**src/rtl/gmii_tx_framer.sv**
```systemverilog
// GMII transmit framer: preamble/SFD insertion, short-frame padding, inter-frame gap and TX_ER on underrun.
// Define GMII_TX_FCS_EN to compute and append the IEEE 802.3 CRC-32 FCS after the payload.
module gmii_tx_framer #(
    parameter int PREAMBLE_BYTES = 7,
    parameter int IFG_BYTES      = 12,
    parameter int MIN_PAYLOAD    = 60,
    parameter int CNT_W          = 11
) (
    input  logic       clk,
    input  logic       i_reset,
    input  logic       i_valid,
    input  logic [7:0] i_data,
    input  logic       i_last,
    output logic       o_ready,
    output logic [7:0] o_txd,
    output logic       o_tx_en,
    output logic       o_tx_er,
    output logic       o_busy,
    output logic       o_frame_done,
    output logic       o_underrun
);

    typedef enum logic [2:0] {
        ST_IDLE,
        ST_PREAMBLE,
        ST_SFD,
        ST_PAYLOAD,
        ST_PAD,
`ifdef GMII_TX_FCS_EN
        ST_FCS,
`endif
        ST_IFG
    } state_t;

    localparam logic [3:0] PRE_LAST = 4'(PREAMBLE_BYTES - 1);
    localparam logic [7:0] IFG_LAST = 8'(IFG_BYTES - 1);

`ifdef GMII_TX_FCS_EN
    localparam logic [31:0] CRC_INIT = 32'hFFFF_FFFF;
    localparam logic [31:0] CRC_POLY = 32'hEDB8_8320;
    // After the last data/pad byte the frame continues with the FCS, so done waits for it.
    localparam state_t ST_TAIL   = ST_FCS;
    localparam logic   TAIL_DONE = 1'b0;

    function automatic logic [31:0] crc32_byte(input logic [31:0] crc_in, input logic [7:0] data);
        logic [31:0] c;
        c = crc_in ^ {24'h0, data};
        for (int i = 0; i < 8; i++) begin
            c = c[0] ? ((c >> 1) ^ CRC_POLY) : (c >> 1);
        end
        return c;
    endfunction
`else
    localparam state_t ST_TAIL   = ST_IFG;
    localparam logic   TAIL_DONE = 1'b1;
`endif

    state_t           state;
    logic [3:0]       pre_cnt;
    logic [7:0]       ifg_cnt;
    logic [CNT_W-1:0] byte_cnt;
    logic [CNT_W:0]   cnt_inc;
    logic [CNT_W-1:0] cnt_sat;
    logic             need_pad;
`ifdef GMII_TX_FCS_EN
    logic [31:0]      crc;
    logic [1:0]       fcs_idx;
    logic [31:0]      fcs_word;
`endif

    // The count after this cycle's byte decides whether more pad is required.
    assign cnt_inc  = {1'b0, byte_cnt} + (CNT_W + 1)'(1);
    assign cnt_sat  = (&byte_cnt) ? byte_cnt : cnt_inc[CNT_W-1:0];
    assign need_pad = int'(cnt_inc) < MIN_PAYLOAD;

    assign o_ready = (state == ST_PAYLOAD);
    assign o_busy  = (state != ST_IDLE);

`ifdef GMII_TX_FCS_EN
    assign fcs_word = ~crc;
`endif

    always_ff @(posedge clk) begin
        if (i_reset) begin
            state        <= ST_IDLE;
            pre_cnt      <= '0;
            ifg_cnt      <= '0;
            byte_cnt     <= '0;
            o_txd        <= '0;
            o_tx_en      <= 1'b0;
            o_tx_er      <= 1'b0;
            o_frame_done <= 1'b0;
            o_underrun   <= 1'b0;
`ifdef GMII_TX_FCS_EN
            crc          <= CRC_INIT;
            fcs_idx      <= '0;
`endif
        end else begin
            // NOTE: every registered output and per-state counter gets a default here, so pulses
            // last exactly one cycle and each state only overrides what it drives.
            o_txd        <= '0;
            o_tx_en      <= 1'b0;
            o_tx_er      <= 1'b0;
            o_frame_done <= 1'b0;
            o_underrun   <= 1'b0;
            pre_cnt      <= '0;
            ifg_cnt      <= '0;
`ifdef GMII_TX_FCS_EN
            fcs_idx      <= '0;
`endif
            case (state)
                ST_IDLE: begin
                    byte_cnt <= '0;
                    if (i_valid) begin
                        state <= ST_PREAMBLE;
                    end
                end

                ST_PREAMBLE: begin
                    o_txd   <= 8'h55;
                    o_tx_en <= 1'b1;
                    if (pre_cnt == PRE_LAST) begin
                        state <= ST_SFD;
                    end else begin
                        pre_cnt <= pre_cnt + 4'd1;
                    end
                end

                ST_SFD: begin
                    o_txd    <= 8'hD5;
                    o_tx_en  <= 1'b1;
                    byte_cnt <= '0;
`ifdef GMII_TX_FCS_EN
                    crc      <= CRC_INIT;
`endif
                    state    <= ST_PAYLOAD;
                end

                ST_PAYLOAD: begin
                    o_tx_en <= 1'b1;
                    if (i_valid) begin
                        o_txd    <= i_data;
                        byte_cnt <= cnt_sat;
`ifdef GMII_TX_FCS_EN
                        crc      <= crc32_byte(crc, i_data);
`endif
                        if (i_last) begin
                            if (need_pad) begin
                                state <= ST_PAD;
                            end else begin
                                state        <= ST_TAIL;
                                o_frame_done <= TAIL_DONE;
                            end
                        end
                    end else begin
                        // Source starved mid-frame: the frame is knowingly corrupted with TX_ER.
                        o_tx_er    <= 1'b1;
                        o_underrun <= 1'b1;
                    end
                end

                ST_PAD: begin
                    o_tx_en  <= 1'b1;
                    byte_cnt <= cnt_sat;
`ifdef GMII_TX_FCS_EN
                    crc      <= crc32_byte(crc, 8'h00);
`endif
                    if (!need_pad) begin
                        state        <= ST_TAIL;
                        o_frame_done <= TAIL_DONE;
                    end
                end

`ifdef GMII_TX_FCS_EN
                ST_FCS: begin
                    o_txd   <= fcs_word[8*fcs_idx +: 8];
                    o_tx_en <= 1'b1;
                    if (fcs_idx == 2'd3) begin
                        state        <= ST_IFG;
                        o_frame_done <= 1'b1;
                    end else begin
                        fcs_idx <= fcs_idx + 2'd1;
                    end
                end
`endif

                ST_IFG: begin
                    if (ifg_cnt == IFG_LAST) begin
                        state <= ST_IDLE;
                    end else begin
                        ifg_cnt <= ifg_cnt + 8'd1;
                    end
                end

                default: state <= ST_IDLE;
            endcase
        end
    end

endmodule
```
**config.mk**
```make
export PLATFORM = sky130hd
export DESIGN_NAME = gmii_tx_framer
export DESIGN_NICKNAME = d
export VERILOG_FILES = /design/src/rtl/gmii_tx_framer.sv
export SDC_FILE = /design/constraint.sdc
export NUM_CORES = 1
export LEC_CHECK = 0
export BUFFER_PORTS_ARGS = -buffer_cell sky130_fd_sc_hd__buf_2
export CORE_ASPECT_RATIO = 0.7
export CORE_MARGIN = 2
export CORE_UTILIZATION = 50
export CTS_CLUSTER_DIAMETER = 150
export DETAILED_ROUTE_END_ITERATION = 10
export PLACE_DENSITY = 0.71
export SYNTH_ARGS = -nofsm -noshare
export SYNTH_HDL_FRONTEND = slang
export SYNTH_SLANG_ARGS = --single-unit
```
**constraint.sdc**
```tcl
create_clock -name clk -period 2.5 [get_ports clk]
set_input_delay 0.75 -clock clk [delete_from_list [all_inputs] [get_ports clk]]
set_output_delay 0.75 -clock clk [all_outputs]
set_load 0.01 [all_outputs]
```
==> results.tsv <==
stage	metric	value	unit
clock_tree	cts-resized-gates	0	
worst_setup_path	path_max_fanout	11	
floorplanning	die-area	4030	um^2
clock_tree	clk_latency	290	ps
route	drt-wirelength-per-cell	12.0	um
grt	grt_pass1_vias	1239	
synthesis	synth_top_area_share	41.9	%
synthesis	synth_seq_cells	37	
clock_tree	cts_tree	built	
outcome	outcome	finished, final reports clean	
pwr	p_int	1.09	mW
final_layout	nNetsFinal	252	
synthesis	synth.cell_area	1770	um^2
worst_setup_path	critPathArrivalTime	2360	ps
floorplanning	die_h	53.7	um
timing	setup_tns	0	ps
timing	finClkSkew	8.37	ps
floorplanning	row_count	18	
worst_setup_path	startpoint	byte_cnt[0]	
timing	slew_violations	0	
clock_tree	path_clk_slew	80	ps
final_layout	syn_to_final_growth	16.0	%
clock_tree	post_cts_buffers	0	
final_layout	final_util	59.5	%
worst_setup_path	reg2reg_from	byte_cnt[0]	
place	dpl_worst_slack	372	ps
min_path	min_from	ifg_cnt[0]	
route	dr_total_vias	1528	
synthesis	yosys_warnings	0	
synthesis	synthArstFlopShare	0	%
clock_tree	clockBufferDepth	2	
timing	period_needed	2160	ps
floorplanning	io_pins	26	
clock_tree	numCtsBuffers	5	
floorplanning	dieWidth	75.0	um
final_layout	layout_commonest_cell	dfxtp_1	
clock_tree	cts_htree_levels	2	
timing	rsz0062_at_grt	no	
synthesis	synth-edff-count	0	
pwr	p_switching	0.346	mW
clock_tree	cts-root-buf	clkbuf_8	
final_layout	final_cells	287	
worst_setup_path	required	2700	ps
final_layout	insertedDiodeCount	0	
worst_setup_path	r2r_cells	7	
synthesis	seq_area_frac_synth	41.9	%
synthesis	syn_inst	214	
final_layout	layout_common_cells	dfxtp_1 (37), nor2_1 (31), buf_2 (25), nand2_1 (12), a21oi_1 (10)	
floorplanning	start_util	51.3	%
worst_setup_path	path_class	flop to flop	
synthesis	synthesis.nets	230	
synthesis	ys.flop_type	dfxtp_1	
pwr	p_clk_share	43.9	%
timing	hold_viol	0	
pwr	p_leak	0.793	nW
route	vias_per_cell	5.32	
pwr	vdd_drop_max	0.407	mV
pwr	total_power	1.43	mW
timing	fmax	462	MHz
worst_setup_path	r2r_end	byte_cnt[6]	
grt	grt_pass1_wl	5750	um
synthesis	yosysTopAreaCell	dfxtp_1	
clock_tree	postCtsHoldBufs	0	
grt	grt_overflow_total	0	
synthesis	synth_area_leaders	dfxtp_1 (42%), nor2_1 (6.6%), a21oi_1 (2.8%), ha_1 (2.8%), nor3_1 (2.5%)	
floorplanning	core	3450	um^2
worst_setup_path	rrSetupSlack	340	ps
timing	timing_worst_slew_pin_value	361	ps
synthesis	ys_types	45	
grt	grt_max_degree	18	
worst_setup_path	cp-start-kind	flop	
place	placed_cells	279	
pwr	p_sw_share	24.1	%
route	drt_iter0_drc	84	
worst_setup_path	cp-end-kind	flop	
place	hpwlAfterDp	2370	um
route	drt-total-wl	3450	um
place	gp_congestion	0.842	
timing	setup_violations	0	
grt	antenna_found_initial	0	
timing	max_slew_margin	75.9	%
route	drc_errors	0	
grt	grtUsageTotal	19.5	%
flow_run	max_cap_violations	0	
min_path	hp-class	flop to flop	
synthesis	postSynthAreaPerCell	8.26	um^2
place	port_buffers	25	
timing	period_share	86.6	%
route	antenna_left	0	
worst_setup_path	crit_path_end	byte_cnt[6]	
clock_tree	clock_sinks	37	
pwr	power_density	699	nW/um^2
pwr	comb_power_share	11.0	%
route	drtPass1Iterations	4	
pwr	seqPwrFrac	45.1	%
final_layout	drive_gt1_share	18.1	%
timing	setup_slack	335	ps
## power groups by stage
stage	Combinational [mW]	Clock (mW)	Sequential (mW)
finish	0.157	0.629	0.647
global route	0.183	0.667	0.652
CTS	0.159	0.637	0.647
detailed placement	0.158	0	0.661
global placement	0.158	0	0.660
floorplan	0.112	0	0.654
## metrics by stage
stage | hold WS [ps] | instance area [um^2]
after floorplan | 430 | 1770
after global placement | 445 | 1910
after detailed placement | 451 | 1910
after CTS | 469 | 2050
after global routing | 484 | 2050
final | 467 | 2050
## worst max-delay path: stages, from the launching register on
cell	delay (ps)
dfxtp_1	420
ha_1	280
nand3_2	210
or4_4	590
a211oi_2	220
buf_4	210
o21ai_1	80
o41ai_1	70
## worst min-delay path by stage
stage,endpoint,slack (ps),cells past startpoint
2_1_floorplan,ifg_cnt[0],430,1
3_3_place_gp,ifg_cnt[0],440,1
3_5_place_dp,ifg_cnt[0],450,1
4_1_cts,ifg_cnt[0],470,1
5_1_grt,ifg_cnt[0],480,1
6_report,ifg_cnt[0],470,1
## state kept, by name (all words and copies together) (netlist names)
name / count
byte_cnt: 11
ifg_cnt: 8
o_txd: 8
pre_cnt: 4
state: 3
o_frame_done: 1
o_tx_en: 1
o_underrun: 1
## logic make-up after synthesis
kind of cell / count (synthesis) / synth area share [%]
compound gates: 48 / 17.4
xor+xnor: 8 / 3.97
fa+ha+maj: 4 / 2.83
buf+inv: 19 / 4.53
flops: 37 / 41.9
mux: 1 / 0.567
simple gates: 97 / 28.8
## metal layers
| layer | track usage, % | vias to the layer above | routed length, um |
|---|---|---|---|
| li1 | - | 801 | - |
| met1 | 29.2 | 679 | 1840 |
| met2 | 25.0 | 42 | 1320 |
| met3 | 5.24 | 6 | 221 |
| met4 | 9.82 | 0 | 68 |
| met5 | 0 | - | 0 |
## area by class of cell
class                      instances  area (um^2)
fill                             340         1400
multi-input combinational        158          946
sequential                        37          741
timing repair buffer              26          133
clock buffer                       5         68.8
clock inverter                     3         68.8
tap                               50         62.6
inverter                           8         30.0
## cells in the mapped netlist (2+ instances only)
| library cell | number |
|---|---|
| and2_1 | 3 |
| clkbuf_1 | 8 |
| nor4_1 | 3 |
| xnor2_1 | 4 |
| o31ai_1 | 5 |
| a21oi_1 | 10 |
| and4_1 | 2 |
| and3_1 | 4 |
| o21ai_1 | 8 |
| a31oi_1 | 3 |
| nand2b_1 | 3 |
| o21ai_0 | 8 |
| inv_1 | 8 |
| nor2_1 | 31 |
| nand3_1 | 7 |
| o41ai_1 | 2 |
| nand4_1 | 2 |
| ha_1 | 4 |
| or3_1 | 2 |
| nor3b_1 | 2 |
| nand3b_1 | 5 |
| or2_2 | 3 |
| xor2_1 | 4 |
| nor2b_1 | 4 |
| dfxtp_1 | 37 |
| buf_4 | 2 |
| a211oi_1 | 2 |
| nor3_1 | 9 |
| nand2_1 | 12 |
| a21o_1 | 2 |
No activity file was read; power rests on OpenSTA's default activity.
